File: config.mk
export PLATFORM = sky130hd
export DESIGN_NAME = i2c_target
export DESIGN_NICKNAME = d
export VERILOG_FILES = /design/src/rtl/i2c_pkg.sv /design/src/rtl/i2c_line_sync.sv /design/src/rtl/i2c_target.sv
export SDC_FILE = /design/constraint.sdc
export NUM_CORES = 1
export LEC_CHECK = 0
export BUFFER_PORTS_ARGS = -buffer_cell sky130_fd_sc_hd__buf_2
export CAP_MARGIN = 15
export CORE_AREA = 2 2 51 89
export CTS_BUF_LIST = sky130_fd_sc_hd__clkbuf_16
export CTS_CLUSTER_SIZE = 25
export DETAILED_ROUTE_END_ITERATION = 12
export DIE_AREA = 0 0 53 91
export GPL_ROUTABILITY_DRIVEN = 0
export PLACE_DENSITY_LB_ADDON = 0.2
export SLEW_MARGIN = 20
export SYNTH_ARGS = -nofsm -noshare
export SYNTH_HDL_FRONTEND = slang
export SYNTH_SLANG_ARGS = --single-unit
export TNS_END_PERCENT = 50
File: constraint.sdc
create_clock -name clk -period 2.45 [get_ports clk]
set_input_delay 0.1225 -clock clk [delete_from_list [all_inputs] [get_ports clk]]
set_output_delay 0.1225 -clock clk [all_outputs]
set_load 0.01 [all_outputs]
File: src/rtl/i2c_pkg.sv
// i2c_pkg: shared types and constants for the I2C target engine.
//   state_t  - protocol state encoding (8 codes, 3 bits)
//   ACK/NACK - SDA level of the acknowledge bit
//   BYTE_W   - bits per I2C byte
package i2c_pkg;

   localparam int unsigned BYTE_W = 8;

   localparam logic ACK  = 1'b0;
   localparam logic NACK = 1'b1;

   typedef enum logic [2:0] {
      IDLE     = 3'd0,
      ADDR     = 3'd1,
      ADDR_ACK = 3'd2,
      RX       = 3'd3,
      RX_ACK   = 3'd4,
      TX       = 3'd5,
      TX_ACK   = 3'd6,
      WAIT     = 3'd7
   } state_t;

endpackage

File: src/rtl/i2c_line_sync.sv
// i2c_line_sync: brings one raw I2C pad line into the clk domain.
// A SYNC_STAGES-deep flop chain is followed by an optional glitch filter
// that needs FILTER_LEN extra consecutive differing samples before the
// accepted level moves (FILTER_LEN = 0 disables it).
// Ports:
//   clk, rst  - system clock, asynchronous active-high reset
//   line_in   - raw pad input
//   level     - accepted (synchronised, filtered) line level
//   rise/fall - one-cycle pulses when level changes
module i2c_line_sync #(
   parameter int unsigned SYNC_STAGES = 2,
   parameter int unsigned FILTER_LEN  = 0
) (
   input  logic clk,
   input  logic rst,
   input  logic line_in,
   output logic level,
   output logic rise,
   output logic fall
);

   logic [SYNC_STAGES-1:0] sync_q;
   logic                   synced;
   logic                   accept;

   // Synchroniser chain; resets to the idle-high bus level.
   always_ff @(posedge clk or posedge rst) begin
      if (rst) begin
         sync_q <= '1;
      end else begin
         sync_q <= {sync_q[SYNC_STAGES-2:0], line_in};
      end
   end

   assign synced = sync_q[SYNC_STAGES-1];

   generate
      if (FILTER_LEN == 0) begin : g_nofilt
         assign accept = (synced != level);
      end else begin : g_filt
         localparam int unsigned CNT_W = $clog2(FILTER_LEN + 1);
         logic [CNT_W-1:0] cnt;

         // Counts samples that disagree with the accepted level.
         always_ff @(posedge clk or posedge rst) begin
            if (rst) begin
               cnt <= '0;
            end else if ((synced == level) || accept) begin
               cnt <= '0;
            end else begin
               cnt <= cnt + CNT_W'(1);
            end
         end

         assign accept = (synced != level) && (cnt == CNT_W'(FILTER_LEN));
      end
   endgenerate

   // Accepted level plus registered edge pulses.
   always_ff @(posedge clk or posedge rst) begin
      if (rst) begin
         level <= 1'b1;
         rise  <= 1'b0;
         fall  <= 1'b0;
      end else begin
         rise <= 1'b0;
         fall <= 1'b0;
         if (accept) begin
            level <= synced;
            rise  <= synced;
            fall  <= ~synced;
         end
      end
   end

endmodule

File: src/rtl/i2c_target.sv
// i2c_target: I2C target (slave) engine with 7-bit address match.
// Detects START / repeated START / STOP, ACKs its address, then receives
// (write) or transmits (read) bytes with a byte-level local handshake.
// SDA is only ever pulled low (sda_oe = 1) or released.
// Optional build macro I2C_GENERAL_CALL_EN: address byte 8'h00 is ACKed as
// a write and flagged on gen_call until STOP.
// Ports:
//   clk, rst          - system clock, asynchronous active-high reset
//   scl_in, sda_in    - raw pad inputs
//   sda_oe            - 1 = pull SDA low
//   busy              - addressed transfer in progress (until STOP)
//   rx_data/rx_valid  - received byte and its one-cycle strobe
//   rx_ready          - local side accepts the byte (sampled at bit 8)
//   tx_data/tx_req    - byte to send and its one-cycle request strobe
//   stop_seen         - one-cycle pulse on every STOP
//   gen_call          - general call matched (macro builds only)
module i2c_target
   import i2c_pkg::*;
#(
   parameter logic [6:0]  DEV_ADDR    = 7'h42,
   parameter int unsigned SYNC_STAGES = 2,
   parameter int unsigned FILTER_LEN  = 0
) (
   input  logic              clk,
   input  logic              rst,
   input  logic              scl_in,
   input  logic              sda_in,
   output logic              sda_oe,
   output logic              busy,
   output logic [BYTE_W-1:0] rx_data,
   output logic              rx_valid,
   input  logic              rx_ready,
   input  logic [BYTE_W-1:0] tx_data,
   output logic              tx_req,
   output logic              stop_seen
`ifdef I2C_GENERAL_CALL_EN
   ,
   output logic              gen_call
`endif
);

   logic scl_lvl, scl_rise, scl_fall;
   logic sda_lvl, sda_rise, sda_fall;
   logic start, stop;

   state_t            state;
   logic [2:0]        bit_cnt;
   logic [BYTE_W-2:0] shreg;
   logic [BYTE_W-1:0] tx_shift;
   logic [BYTE_W-1:0] rx_byte_c;
   logic              rw;
   logic              ack_phase;
   logic              tx_load;

   i2c_line_sync #(.SYNC_STAGES(SYNC_STAGES), .FILTER_LEN(FILTER_LEN)) u_scl (
      .clk     (clk),
      .rst     (rst),
      .line_in (scl_in),
      .level   (scl_lvl),
      .rise    (scl_rise),
      .fall    (scl_fall)
   );

   i2c_line_sync #(.SYNC_STAGES(SYNC_STAGES), .FILTER_LEN(FILTER_LEN)) u_sda (
      .clk     (clk),
      .rst     (rst),
      .line_in (sda_in),
      .level   (sda_lvl),
      .rise    (sda_rise),
      .fall    (sda_fall)
   );

   assign start     = sda_fall & scl_lvl;
   assign stop      = sda_rise & scl_lvl;
   assign rx_byte_c = {shreg, sda_lvl};

   // Protocol FSM; START/STOP override any SCL edge in the same cycle.
   always_ff @(posedge clk or posedge rst) begin
      if (rst) begin
         state     <= IDLE;
         bit_cnt   <= '0;
         shreg     <= '0;
         tx_shift  <= '0;
         rw        <= 1'b0;
         ack_phase <= 1'b0;
         tx_load   <= 1'b0;
         sda_oe    <= 1'b0;
         busy      <= 1'b0;
         rx_data   <= '0;
         rx_valid  <= 1'b0;
         tx_req    <= 1'b0;
         stop_seen <= 1'b0;
`ifdef I2C_GENERAL_CALL_EN
         gen_call  <= 1'b0;
`endif
      end else begin
         rx_valid  <= 1'b0;
         tx_req    <= 1'b0;
         stop_seen <= 1'b0;
         if (stop) begin
            state     <= IDLE;
            bit_cnt   <= '0;
            ack_phase <= 1'b0;
            tx_load   <= 1'b0;
            sda_oe    <= 1'b0;
            busy      <= 1'b0;
            stop_seen <= 1'b1;
`ifdef I2C_GENERAL_CALL_EN
            gen_call  <= 1'b0;
`endif
         end else if (start) begin
            state     <= ADDR;
            bit_cnt   <= '0;
            ack_phase <= 1'b0;
            tx_load   <= 1'b0;
            sda_oe    <= 1'b0;
         end else begin
            case (state)
               ADDR: begin
                  if (scl_rise) begin
                     shreg   <= rx_byte_c[BYTE_W-2:0];
                     bit_cnt <= bit_cnt + 3'd1;
                     if (bit_cnt == 3'd7) begin
                        ack_phase <= 1'b0;
                        if (rx_byte_c[BYTE_W-1:1] == DEV_ADDR) begin
                           state <= ADDR_ACK;
                           busy  <= 1'b1;
                           rw    <= rx_byte_c[0];
`ifdef I2C_GENERAL_CALL_EN
                        end else if (rx_byte_c == 8'h00) begin
                           state    <= ADDR_ACK;
                           busy     <= 1'b1;
                           rw       <= 1'b0;
                           gen_call <= 1'b1;
`endif
                        end else begin
                           state <= WAIT;
                        end
                     end
                  end
               end

               // First fall drives the ACK, second fall ends the ACK clock.
               ADDR_ACK, RX_ACK: begin
                  if (scl_rise && ack_phase && (state == ADDR_ACK) && rw) begin
                     tx_req <= 1'b1;
                  end
                  if (scl_fall) begin
                     if (!ack_phase) begin
                        sda_oe    <= ~ACK;
                        ack_phase <= 1'b1;
                     end else begin
                        ack_phase <= 1'b0;
                        if ((state == ADDR_ACK) && rw) begin
                           state    <= TX;
                           sda_oe   <= ~tx_data[BYTE_W-1];
                           tx_shift <= {tx_data[BYTE_W-2:0], 1'b0};
                        end else begin
                           state  <= RX;
                           sda_oe <= 1'b0;
                        end
                     end
                  end
               end

               RX: begin
                  if (scl_rise) begin
                     shreg   <= rx_byte_c[BYTE_W-2:0];
                     bit_cnt <= bit_cnt + 3'd1;
                     if (bit_cnt == 3'd7) begin
                        rx_data   <= rx_byte_c;
                        rx_valid  <= 1'b1;
                        ack_phase <= 1'b0;
                        state     <= rx_ready ? RX_ACK : WAIT;
                     end
                  end
               end

               // bit_cnt counts bits already clocked out; 0 after a full byte.
               TX: begin
                  if (scl_rise) begin
                     bit_cnt <= bit_cnt + 3'd1;
                  end else if (scl_fall) begin
                     if (tx_load) begin
                        tx_load  <= 1'b0;
                        sda_oe   <= ~tx_data[BYTE_W-1];
                        tx_shift <= {tx_data[BYTE_W-2:0], 1'b0};
                     end else if (bit_cnt == 3'd0) begin
                        sda_oe <= 1'b0;
                        state  <= TX_ACK;
                     end else begin
                        sda_oe   <= ~tx_shift[BYTE_W-1];
                        tx_shift <= {tx_shift[BYTE_W-2:0], 1'b0};
                     end
                  end
               end

               TX_ACK: begin
                  if (scl_rise) begin
                     if (sda_lvl == ACK) begin
                        tx_req  <= 1'b1;
                        tx_load <= 1'b1;
                        state   <= TX;
                     end else begin
                        state <= WAIT;
                     end
                  end
               end

               default: begin
                  sda_oe <= 1'b0;
               end
            endcase
         end
      end
   end

endmodule

==> results of run 1 <==
synth_stat cells (2+ instances only):
| library cell | n | share of area |
|---|---|---|
| nor3_1 | 2 | 0.0043 |
| o32a_1 | 2 | 0.0087 |
| mux2_1 | 9 | 0.044 |
| ha_1 | 7 | 0.038 |
| and2b_1 | 2 | 0.0065 |
| dfstp_2 | 6 | 0.068 |
| nor2_1 | 8 | 0.013 |
| mux2_4 | 7 | 0.046 |
| nor3_4 | 2 | 0.014 |
| dfrtp_1 | 40 | 0.43 |
| nor2b_1 | 8 | 0.022 |
| buf_4 | 3 | 0.0098 |
| a211oi_1 | 3 | 0.0098 |
| nand2_1 | 9 | 0.015 |
| mux2_2 | 14 | 0.068 |
| a21o_1 | 2 | 0.0065 |
| o21ai_0 | 7 | 0.015 |
| inv_1 | 12 | 0.020 |
| a21oi_1 | 9 | 0.020 |
| buf_6 | 2 | 0.0098 |
| a32oi_1 | 2 | 0.0076 |
| clkbuf_1 | 3 | 0.0049 |
| nor3b_1 | 2 | 0.0065 |
| nand2b_1 | 2 | 0.0054 |
| xnor2_1 | 3 | 0.011 |
| mux2i_1 | 4 | 0.017 |
layout make-up:
type                    instances  area, sq um  share of cell area
clock buffers                   5        125.1             0.04699
clock inverters                 3        37.54             0.01410
inverters                      12        45.04             0.01692
multi-input cells             123         1042              0.3914
flip-flops and latches         46         1159              0.4352
well taps                      49        61.31             0.02303
repair buffers                 33        192.7             0.07237
power groups by stage:
stage / Clock [W] / Sequential, W / Combinational (W)
global placement: 0 / 0.00123 / 0.000978
global route: 0.000799 / 0.00127 / 0.00115
detailed placement: 0 / 0.00124 / 0.00104
floorplan: 0 / 0.00112 / 0.000920
CTS: 0.000756 / 0.00123 / 0.00106
finish: 0.000743 / 0.00123 / 0.00105
metrics by stage:
step                      setup WS (ns)  area, sq um    util  cells  hold slack, ns
final                            0.1921         2663  0.6538    271          0.1932
after global routing             0.1112         2663  0.6538    271          0.1926
after CTS                        0.2222         2663  0.6538    271          0.1963
after detailed placement         0.2825         2470  0.6065    260          0.1939
after global placement           0.4009         2470  0.6065    260          0.1823
after floorplan                  0.6341         2302       -    189          0.1270
kinds of logic (layout without fill, tap and decap cells):
group / after synthesis / after routing / synth area share
AO/OA/AOI/OAI: 34 / 34 / 0.1016
XOR/XNOR: 3 / 3 / 0.01142
adder cells (fa/ha/maj): 8 / 8 / 0.04239
buffers and inverters: 20 / 53 / 0.04402
flip-flops: 46 / 46 / 0.5033
multiplexers: 34 / 34 / 0.1755
AND/OR/NAND/NOR: 44 / 44 / 0.1217
worst paths after layout:
kind,endpoint,slack [ns],from
min in group asynchronous,tx_shift[2]$_DFFE_PP0P_,0.41,rst
min,tx_shift[1]$_DFFE_PP0P_,0.19,tx_data[0]
max in group asynchronous,u_sda.sync_q[0]$_DFF_PP1_,1.28,rst
max,tx_shift[7]$_DFFE_PP0P_,0.19,state[1]$_DFFE_PP0P_
min reg2reg,u_sda.sync_q[1]$_DFF_PP1_,0.35,u_sda.sync_q[0]$_DFF_PP1_
max reg2reg,tx_shift[7]$_DFFE_PP0P_,0.19,state[1]$_DFFE_PP0P_
sequential cells by signal, indices dropped and copies added, names as in the netlist:
register and count:
rx_data 8, tx_req 1, u_scl.level 1, tx_shift 7, u_scl.fall 1, ack_phase 1, u_sda.rise 1, rw 1
u_scl.sync_q 2, state 3, u_sda.level 1, busy 1, sda_oe 1, u_sda.fall 1, bit_cnt 3, rx_valid 1
shreg 7, stop_seen 1, tx_load 1, u_sda.sync_q 2, u_scl.rise 1
layer usage:
metal / vias to the layer above / part of all wire / global-route usage
li1: 730 / - / -
met1: 790 / 0.37 / 0.2417
met2: 41 / 0.56 / 0.3833
met3: 14 / 0.035 / 0.06086
met4: 0 / 0.033 / 0.1132
met5: - / 0 / 0
worst max-delay path: cells and delay by family, from the launching register on:
| kind | cells | cell delay [ns] |
|---|---|---|
| mux | 1 | 0.36 |
| flops | 1 | 0.67 |
| simple gates | 3 | 0.84 |
| compound gates | 1 | 0.26 |
what timing repair did:
action,in CTS,in global routing
endpoints found under the hold margin,20,0
hold buffers,3,0
resized for setup,0,0
==> qor.csv, run 1 <==
metric,value,unit
period utilization,0.9216,
CP required,2.62,ns
total die area,4823,sq um
Syn Inst Count,189,
post-layout min period,2.258,ns
Yosys warning count,0,
Critical Path End Type,flip-flop,
Wirelength per Cell,16.94,um
Worst-path clk slew,0.06,ns
Slowest cell on crit path,dfrtp_1,
Max Freq,442.9,MHz
status,"finished, final reports clean",
routed wire length,4590,um
clk buf depth,2,
via count,1575,
core area,4073,sq um
Worst-Margin Slew,0.7344,ns
first-pass GRT wire length,7810,um
Remaining DRCs,0,
synth unique cells,45,
RSZ-0062 raised after global routing,no,
initial antenna violation count,0,
grt total ovfl,0,
vias in the first global route,1661,
CTS Buf Count,5,
P_leak,1.303,nW
PwrDens,1136,nW/um^2
ys flop type,dfrtp_1,
PnR Total Power,0.003024,W
CTS root buffer,clkbuf_16,
logic gate share of total power,0.347,
largest net degree at the start of global routing,26,
Routed Antenna Nets,0,
CP Cell Sequence,or3b_1 > a21oi_1 > nor2_1 > and3_1 > mux2_4,
Die Width,53,um
CTS tree,built,
Hold Path Stages,3,
CP Launch Type,flip-flop,
Internal,0.001983,W
Pins Over Slew Limit,0,
1st-iter DRT viols,36,
"Seq/Total Area, Yosys",0.5033,
total global routing track utilization,0.2241,
Initial Util,0.5653,
final setup vio count,0,
hpwl dp,3430,um
fillers,323,
P&R area growth vs syn,15.65,%
Netlist Area Pre-Place,2302,sq um
Sw Pwr,0.001040,W
sw frac,0.3440,
setup TNS,0,ns
Clock power frac,0.246,
First-pass DRT Iterations,4,
Via density,5.812,
Post-synth EDFFs,0,
H-tree depth,2,
IO Port Bufs,25,
final hold violation count,0,
most frequent cells in the layout,"dfrtp_1, buf_2, mux2_2",
nets@finish,241,
worst slew margin relative to its limit,0.5074,
# diodes,0,
clock skew,0.006717,ns
post-CTS setup buffers,0,
Core Rows,31,
worst reg2reg path depth,5,
Max VDD drop,729.7,uV
WS Path Type,reg2reg,
Yosys reg bits,46,
largest stage delay on the critical path,0.67,ns
maxcap violations,0,
CTS sink count,46,
Sequential Power Share,0.407,
average instance area after synthesis,12.18,sq um
synthesized net count,209,
CP Data Arrival Time,2.43,ns
CP max FO,18,
"most common cell after layout, fill and taps aside",dfrtp_1,
later-pin clock latency in the skew report,0.29,ns
Die Y,91,um
boundary pin count,26,
HP Class,in2reg,
fraction of layout cells with a size suffix above 1,0.3153,
Async SR Flop Fraction,1.000,
Power figures use the tool's default switching activity.
==> run 2, diff against run 1 <==
Settings changed: ABC_AREA set to 1, ABC_CLOCK_PERIOD_IN_PS set to 2450, CORE_AREA 2 2 51 89 to 2 2 53 93, DIE_AREA 0 0 53 91 to 0 0 55 95.
==> qor.csv, run 2 <==
metric,value,unit,change
status,finished with violations,,
violated checks,hold timing,,
Yosys warning count,0,,unchanged
CP Cell Sequence,inv_4 > nor2_1 > nand3_1 > nand2_2 > nand4_4 > nand2_1 > o21ai_2,,
Worst-path clk slew,0.06,ns,about the same
average instance area after synthesis,8.234,sq um,-32%
CP Launch Type,flip-flop,,
"most common cell after layout, fill and taps aside",nand2_1,,
top-area cell type share of the netlist area,0.3947,,-0.04011
Synth area leader,dfrtp_1,,
maxcap violations,0,,unchanged
first-pass GRT wire length,8631,um,+11%
Final Cell Area,2814,sq um,+5.7%
via count,2102,,+33%
max reg flops,8,,unchanged
CTS Buf Count,5,,unchanged
total die area,5225,sq um,+8.3%
Yosys reg bits,46,,unchanged
Remaining DRCs,0,,unchanged
CP required,2.62,ns,about the same
Max Freq,539.6,MHz,+22%
Routed Antenna Nets,0,,unchanged
H-tree depth,2,,unchanged
clk buf depth,2,,unchanged
Die Y,95,um,+4.4%
Pins Over Slew Limit,0,,unchanged
RSZ-0062 raised after global routing,no,,
clock skew,0.006312,ns,-0.0004051 ns
"Seq/Total Area, Yosys",0.4568,,-0.04643
synth unique cells,36,,-20%
hpwl dp,3981,um,+16%
CP max FO,14,,-4
"Gates resized, CTS repair",0,,unchanged
# diodes,0,,unchanged
dpl cell area,2654,sq um,+7.4%
CP top delay family,simple AND/OR/NAND/NOR gates,,
boundary pin count,26,,unchanged
final setup vio count,0,,unchanged
CTS root buffer,clkbuf_16,,
fillers,402,,+24%
vias in the first global route,1920,,+16%
routed wire length,5257,um,+15%
Core Rows,33,,+6.5%
initial antenna violation count,0,,unchanged
synth cell count leaders,"nand2_1, dfrtp_1, inv_1, nor2_1, nand3_1",,
Wirelength per Cell,13.55,um,-20%
Slowest cell on crit path,dfrtp_1,,
CTS sink count,46,,unchanged
Syn Inst Count,308,,+63%
later-pin clock latency in the skew report,0.28,ns,about the same
sequential cell area,1159,sq um,unchanged
PwrDens,1258,nW/um^2,+11%
most frequent cells in the layout,"nand2_1, dfrtp_1, inv_1",,
Max VDD drop,927.1,uV,+27%
nets@finish,355,,+47%
Die Width,55,um,+3.8%
most numerous cell in the Yosys netlist,nand2_1,,
HP Class,in2async,,
total global routing track utilization,0.2356,,+0.01149
core area,4542,sq um,+12%
period utilization,0.7564,,-0.1652
WS Path Type,reg2reg,,
Worst-Margin Slew,0.7504,ns,+0.01601 ns
Async SR Flop Fraction,1.000,,unchanged
final core utilization,0.6196,,-0.03420
ys flop type,dfrtp_1,,
"top cells by area, synth","dfrtp_1, nand2_1, dfstp_2",,
Hold WS,-0.05338,ns,-0.2466 ns
synthesized net count,328,,+57%
grt total ovfl,0,,unchanged
Top Registers,"rx_data (8), shreg (7), tx_shift (7)",,
register name with the most flops,rx_data,,
IO Port Bufs,25,,unchanged
First-pass DRT Iterations,5,,+1
worst slew margin relative to its limit,0.4991,,-0.008228
Critical Path End Type,flip-flop,,
post-layout min period,1.853,ns,-0.4048 ns
Netlist Area Pre-Place,2536,sq um,+10%
CP Data Arrival Time,2.02,ns,-0.41 ns
Post-synth EDFFs,0,,unchanged
Initial Util,0.5584,,-0.006882
area of the multi-input gates,1139,sq um,+9.2%
CTS tree,built,,
largest stage delay on the critical path,0.62,ns,-0.05 ns
largest net degree at the start of global routing,47,,+81%
Via density,5.418,,-6.8%
final hold violation count,40,,+40
P_leak,1.515,nW,+16%
setup TNS,0,ns,unchanged
P&R area growth vs syn,10.95,%,
1st-iter DRT viols,88,,+140%
WP buf/inv,1,,+1
fraction of layout cells with a size suffix above 1,0.2054,,-0.1100
-- run 2: cell types whose count changed after synthesis, moves of 12 or more --
cell / before / now
nand2_1: 9 / 89
o21ai_0: 7 / 19
nand3_1: 1 / 20
nor2_1: 8 / 26
inv_1: 12 / 39
mux2_2: 14 / 0
-- run 2: final timing paths --
check | startpoint | endpoint | slack [ns] | cells after the start
hold / removal | rst | u_sda.fall$_DFF_PP0_ | -0.05 | 2
setup / recovery | state[1]$_DFFE_PP0P_ | tx_shift[3]$_DFFE_PP0P_ | 0.60 | 7
min in group clk | tx_data[0] | tx_shift[1]$_DFFE_PP0P_ | 0.10 | 3
max in group asynchronous | rst | tx_shift[1]$_DFFE_PP0P_ | 2.04 | 2
setup reg to reg | state[1]$_DFFE_PP0P_ | tx_shift[3]$_DFFE_PP0P_ | 0.60 | 7
hold reg to reg | u_scl.sync_q[0]$_DFF_PP1_ | u_scl.sync_q[1]$_DFF_PP1_ | 0.35 | 0
-- run 2: worst reg2reg max path, cell delays in order, from the launching register on --
cell and delay [ns]:
dfrtp_1 0.62, inv_4 0.10, nor2_1 0.15, nand3_1 0.20
nand2_2 0.18, nand4_4 0.27, nand2_1 0.16, o21ai_2 0.06
-- run 2: repair_timing --
action / 4_1_cts / 5_1_grt
buffers inserted: 0 / 0
setup endpoints to repair: 0 / 0
hold buffers: 2 / 0
endpoints found under the hold margin: 2 / 0
-- run 2: routing by layer --
metal / global-route usage / wire [um]
met3: 0.04905 / 320
met2: 0.3661 / 2713
met4: 0.1687 / 314
met1: 0.2768 / 1909
met5: 0 / 0
-- run 2: through the flow --
stage / hold slack, ns / setup slack [ns] / power [W] / std cells
after global placement: 0.2275 / 0.6016 / 0.002870 / 378
after CTS: 0.07948 / 0.6104 / 0.003532 / 388
after global routing: 0.03721 / 0.4628 / 0.003834 / 388
after detailed placement: 0.2319 / 0.6166 / 0.002885 / 378
after floorplan: 0.1270 / 0.9420 / 0.002581 / 308
final: -0.05338 / 0.5969 / 0.003540 / 388
-- run 2: logic make-up (layout without fill, tap and decap cells) --
logic type / count (synthesis) / in the layout / synth area share
AOI/OAI and AO/OA: 44 / 44 / 0.1174
adders and majority gates: 7 / 7 / 0.03453
buffers and inverters: 50 / 78 / 0.09422
DFF: 46 / 46 / 0.4568
and+or+nand+nor: 161 / 161 / 0.2970
-- run 2: where the power goes --
| group | total (W) | internal [W] | switching (W) |
|---|---|---|---|
| Clock | 0.000630 | 0.000370 | 0.000260 |
| Sequential | 0.00123 | 0.000988 | 0.000242 |
| Combinational | 0.00168 | 0.000568 | 0.00111 |
| Total | 0.00354 | 0.00193 | 0.00161 |
-- run 2: area by class of cell --
class / instances / area share
Multi-Input combinational cell: 212 / 0.4046
Inverter: 43 / 0.05958
Clock buffer: 5 / 0.04446
Clock inverter: 3 / 0.004891
Sequential cell: 46 / 0.4117
Timing Repair Buffer: 27 / 0.05158
Tap cell: 52 / 0.02312
